File: src/rtl/rd_cost_selector.sv
`default_nettype none
// ============================================================================
// Module   : rd_cost_selector
// Brief    : Two-stage pipelined RD-cost minimum search over quantiser candidates.
// Revision : 1.0
// ============================================================================
module rd_cost_selector #(
   parameter int LAMBDA_FRAC = 8,
   parameter int LVL_W       = 16
) (
   input  logic             clk,
   input  logic             rst,
   input  logic             start,
   input  logic [15:0]      lambda,
   input  logic             cand_valid,
   output logic             cand_ready,
   input  logic [LVL_W-1:0] cand_level,
   input  logic [31:0]      cand_dist,
   input  logic [31:0]      cand_rate,
   input  logic             cand_last,
   output logic [LVL_W-1:0] best_level,
   output logic [47:0]      best_cost,
   output logic [31:0]      best_rate,
   output logic [3:0]       cand_count,
   output logic             busy,
   output logic             done
);

   typedef enum logic [1:0] {
      ST_IDLE    = 2'd0,
      ST_COLLECT = 2'd1,
      ST_DRAIN   = 2'd2
   } state_t;

   localparam logic [47:0] c_COST_INIT = 48'hFFFF_FFFF_FFFF;
   localparam logic [3:0]  c_CNT_MAX   = 4'd15;

   state_t           r_state;
   state_t           w_state_nxt;
   logic             r_drain_cnt;
   logic [15:0]      r_lambda;
   logic             w_hs;
   logic             w_start_acc;
   logic [47:0]      w_prod;
   logic [47:0]      w_cost;

   logic             r_s1_vld;
   logic [47:0]      r_s1_prod;
   logic [LVL_W-1:0] r_s1_level;
   logic [31:0]      r_s1_dist;
   logic [31:0]      r_s1_rate;

   assign cand_ready  = (r_state == ST_COLLECT);
   assign busy        = (r_state != ST_IDLE);
   assign done        = (r_state == ST_DRAIN) && r_drain_cnt;
   assign w_hs        = cand_valid && cand_ready;
   assign w_start_acc = start && (r_state == ST_IDLE);
   assign w_prod      = {32'd0, r_lambda} * {16'd0, cand_rate};
   // Product >> frac is at most 40 bits, so the 48-bit sum cannot overflow.
   assign w_cost      = {16'd0, r_s1_dist} + (r_s1_prod >> LAMBDA_FRAC);

   always_comb begin
      w_state_nxt = r_state;
      case (r_state)
         ST_IDLE:    if (start)             w_state_nxt = ST_COLLECT;
         ST_COLLECT: if (w_hs && cand_last) w_state_nxt = ST_DRAIN;
         ST_DRAIN:   if (r_drain_cnt)       w_state_nxt = ST_IDLE;
         default:                           w_state_nxt = ST_IDLE;
      endcase
   end

   always_ff @(posedge clk or posedge rst) begin
      if (rst) begin
         r_state     <= ST_IDLE;
         r_drain_cnt <= 1'b0;
         r_lambda    <= 16'd0;
      end else begin
         r_state     <= w_state_nxt;
         r_drain_cnt <= (r_state == ST_DRAIN) ? ~r_drain_cnt : 1'b0;
         if (w_start_acc)
            r_lambda <= lambda;
      end
   end

   // Stage 1: product and candidate fields.
   always_ff @(posedge clk or posedge rst) begin
      if (rst) begin
         r_s1_vld   <= 1'b0;
         r_s1_prod  <= 48'd0;
         r_s1_level <= '0;
         r_s1_dist  <= 32'd0;
         r_s1_rate  <= 32'd0;
      end else begin
         r_s1_vld <= w_hs;
         if (w_hs) begin
            r_s1_prod  <= w_prod;
            r_s1_level <= cand_level;
            r_s1_dist  <= cand_dist;
            r_s1_rate  <= cand_rate;
         end
      end
   end

   // Stage 2: strict-less compare keeps the earliest candidate on ties.
   always_ff @(posedge clk or posedge rst) begin
      if (rst) begin
         best_level <= '0;
         best_cost  <= 48'd0;
         best_rate  <= 32'd0;
      end else if (w_start_acc) begin
         best_level <= '0;
         best_cost  <= c_COST_INIT;
         best_rate  <= 32'd0;
      end else if (r_s1_vld && (w_cost < best_cost)) begin
         best_level <= r_s1_level;
         best_cost  <= w_cost;
         best_rate  <= r_s1_rate;
      end
   end

   always_ff @(posedge clk or posedge rst) begin
      if (rst)
         cand_count <= 4'd0;
      else if (w_start_acc)
         cand_count <= 4'd0;
      else if (w_hs && (cand_count != c_CNT_MAX))
         cand_count <= cand_count + 4'd1;
   end

endmodule
`default_nettype wire
File: config.mk
export PLATFORM = sky130hd
export DESIGN_NAME = rd_cost_selector
export DESIGN_NICKNAME = d
export VERILOG_FILES = /design/src/rtl/rd_cost_selector.sv
export SDC_FILE = /design/constraint.sdc
export NUM_CORES = 2
export LEC_CHECK = 0
export CAP_MARGIN = 20
export CORE_MARGIN = 3
export CORE_UTILIZATION = 50
export CTS_BUF_LIST = sky130_fd_sc_hd__clkbuf_8
export DETAILED_ROUTE_END_ITERATION = 16
export PLACE_DENSITY = 0.7
export SYNTH_ARGS = -nofsm -noshare
export SYNTH_HDL_FRONTEND = slang
export SYNTH_SLANG_ARGS = --single-unit
export TNS_END_PERCENT = 50
File: constraint.sdc
create_clock -name clk -period 11.4 [get_ports clk]
set_input_delay 2.28 -clock clk [delete_from_list [all_inputs] [get_ports clk]]
set_output_delay 2.28 -clock clk [all_outputs]
set_load 0.01 [all_outputs]
==> reports/metrics.yaml <==
status: "finished, final reports clean"
cp.arrival_ns: 9.19
synth_area_per_cell_um2: 9.445
rsz0062_at_grt: "false"
crit_type: "input port to register"
slew_viol_final: 0
dpl.hpwl_um: 54450
ys_seq_area_share_pct: 21.50
synthArstFlopShare_pct: 100.0
grt-ovfl-total: 0
clock_latency_ns: 0.62
synth_area_leader_cell: "fa_1"
io_buffer_count: 203
cts_inserted_buffers: 42
fmax_mhz: 114.1
synthFlopType: "dfrtp_1"
fin_skew_ns: 0.06041
syn_nets: 3593
cts_buffer_depth: 3
antenna_found_initial: 5
drt_iter0_markers: 1044
setup_tns_ns: 0
cts_tree: "yes"
rows: 84
clkSlewWorstSetupHoldPaths_ns: 0.06
area_growth_pct: 12.89
post-route-min-period_ns: 8.766
viasPerCell: 5.405
grt_pass1_wl_um: 116000
mostFrequentLayoutCell: "inv_1"
crit_required_ns: 11.82
initial_utilization_pct: 51.22
ctsResizeCount: 0
hp-class: "register to register"
die_w_um: 239.4
cp-start-kind: "input port"
drv_cap: 0
synth_edf_count: 0
drive_above_1_share_pct: 6.334
synth_area_um2: 27240
yosys_warnings: 0
place.gp.congestion: 0.8724
period_share_pct: 76.89
die_area_um2: 57310
synthCells: 2884
yosys-top-cells-area: "fa_1 31%, dfrtp_1 21%, ha_1 8.7%, inv_1 6.8%, nand2_1 6.5%"
worst-path-max-fanout: 17
drtAntennaViolNets: 0
clock_sinks: 234
core-area_um2: 53180
groute.usage.overall_pct: 25.58
cts_hold_buf: 0
ys_ff_latch: 234
grt_max_degree: 93
hold_violations: 0
dr.pass1.iters: 5
final_cell_mix: "502 x inv_1, 472 x nand2_1, 418 x fa_1, 234 x dfrtp_1, 213 x and2_1"
post_cts_buffers: 0
finalSetupViolCount: 0
wl_um: 70290
cp-end-kind: "register"
cts_root_buf: "clkbuf_8"
slew_headroom_pct: 32.32
io_pins: 204
synth_top_area_share_pct: 30.72
grt_pass1_vias: 22060
tightest_slew_ns: 1.015
vias: 20230
nNetsFinal: 3725
h-tree-depth: 2
ys_types: 63
remaining_drc_errors: 0
die_h_um: 239.4
wire_per_inst_um: 18.78
-- cells by family (layout without fill, tap and decap cells) --
family,count (synthesis),count (layout),share of synthesized area (%)
xor+xnor,83,83,2.669
flops,234,234,21.50
compound gates,315,315,7.414
other cells,0,7,0
simple gates,873,873,14.72
buf+inv,635,798,8.884
mux,136,136,5.370
fa+ha+maj,608,608,39.45
-- final cells by class --
class,count,area [µm²]
Fill cell,4661,22430
Multi-Input combinational cell,2015,18970
Sequential cell,234,5856
Timing Repair Buffer,230,2282
Inverter,493,1859
Tap cell,688,860.8
Clock buffer,52,715.7
Clock inverter,23,188.9
Antenna cell,7,17.52
-- critical path, stage by stage --
cell	delay, ns
clkdlybuf4s50_1	0.92
and2_1	0.44
fa_1	0.51
inv_1	0.05
fa_1	0.40
fa_1	0.55
inv_1	0.05
fa_1	0.48
fa_1	0.50
inv_1	0.05
fa_1	0.47
inv_1	0.04
ha_1	0.37
nand2_1	0.10
o21ai_0	0.26
o211ai_1	0.15
a32oi_1	0.31
a31oi_4	0.08
o211ai_2	0.30
nand2_2	0.13
o21ai_2	0.31
a311oi_2	0.17
xnor2_1	0.16
o21ai_1	0.07
-- sequential cells by signal (all words and copies together), names as in the netlist, 4 cells and up --
register    cells
best_cost      42
r_s1_prod      40
best_rate      32
r_s1_dist      32
r_s1_rate      32
best_level     16
r_lambda       16
r_s1_level     16
cand_count      4
-- through the flow --
step | instance area, µm² | setup WS, ns | hold WS, ns | utilization [%] | instances
finish | 30750 | 2.634 | 0.4500 | 57.82 | 3742
global route | 30750 | 2.298 | 0.4911 | 57.81 | 3740
CTS | 30660 | 2.733 | 0.4518 | 57.66 | 3732
detailed placement | 29760 | 2.126 | 0.4438 | 55.96 | 3657
global placement | 29760 | 2.356 | 0.4244 | 55.96 | 3657
floorplan | 27240 | 2.702 | 0.4099 | - | 2884
-- cells in the mapped netlist (3+ instances only) --
master    number
nand2_1      474
a311oi_2       3
mux2i_1       55
xor2_1        42
dfrtp_1      234
nor3_1        10
inv_1        491
a211oi_1       4
a31oi_1       13
and2_1       214
o21ai_1       16
nor2b_1        7
o21bai_1       9
o21a_1         5
nor2_1       100
nand2b_1       4
o21ai_0       63
or3_1          6
buf_1          9
o211ai_1      37
buf_2         11
ha_1         190
fa_1         418
a21o_1        54
nand3_1       18
buf_4          6
o31ai_1        5
nand4_1       21
xnor2_1       41
a21oi_1       80
mux2_2        81
and3_1         6
clkbuf_1     116
-- final timing paths --
check / endpoint / slack [ns] / startpoint / depth (start not counted)
max in group asynchronous: best_cost[34]$_DFFE_PP0P_ / 7.75 / rst / 3
min in group asynchronous: best_level[8]$_DFFE_PP0P_ / 2.18 / rst / 2
min: r_drain_cnt$_DFF_PP0_ / 0.45 / r_drain_cnt$_DFF_PP0_ / 1
max: r_s1_prod[47]$_DFFE_PP0P_ / 2.63 / cand_rate[12] / 24
min reg2reg: r_drain_cnt$_DFF_PP0_ / 0.45 / r_drain_cnt$_DFF_PP0_ / 1
max reg2reg: r_s1_prod[47]$_DFFE_PP0P_ / 4.49 / r_lambda[12]$_DFFE_PP0P_ / 23
-- per-layer routing --
metal  global-route usage [%]  routed length, µm
met2                    43.31              34330
met1                    33.06              29310
met4                    9.877               2337
met3                    4.387               4314
met5                        0                  0
Power is not shown: default switching activity piles up to over one toggle a cycle in this logic, so the estimate is an artifact.
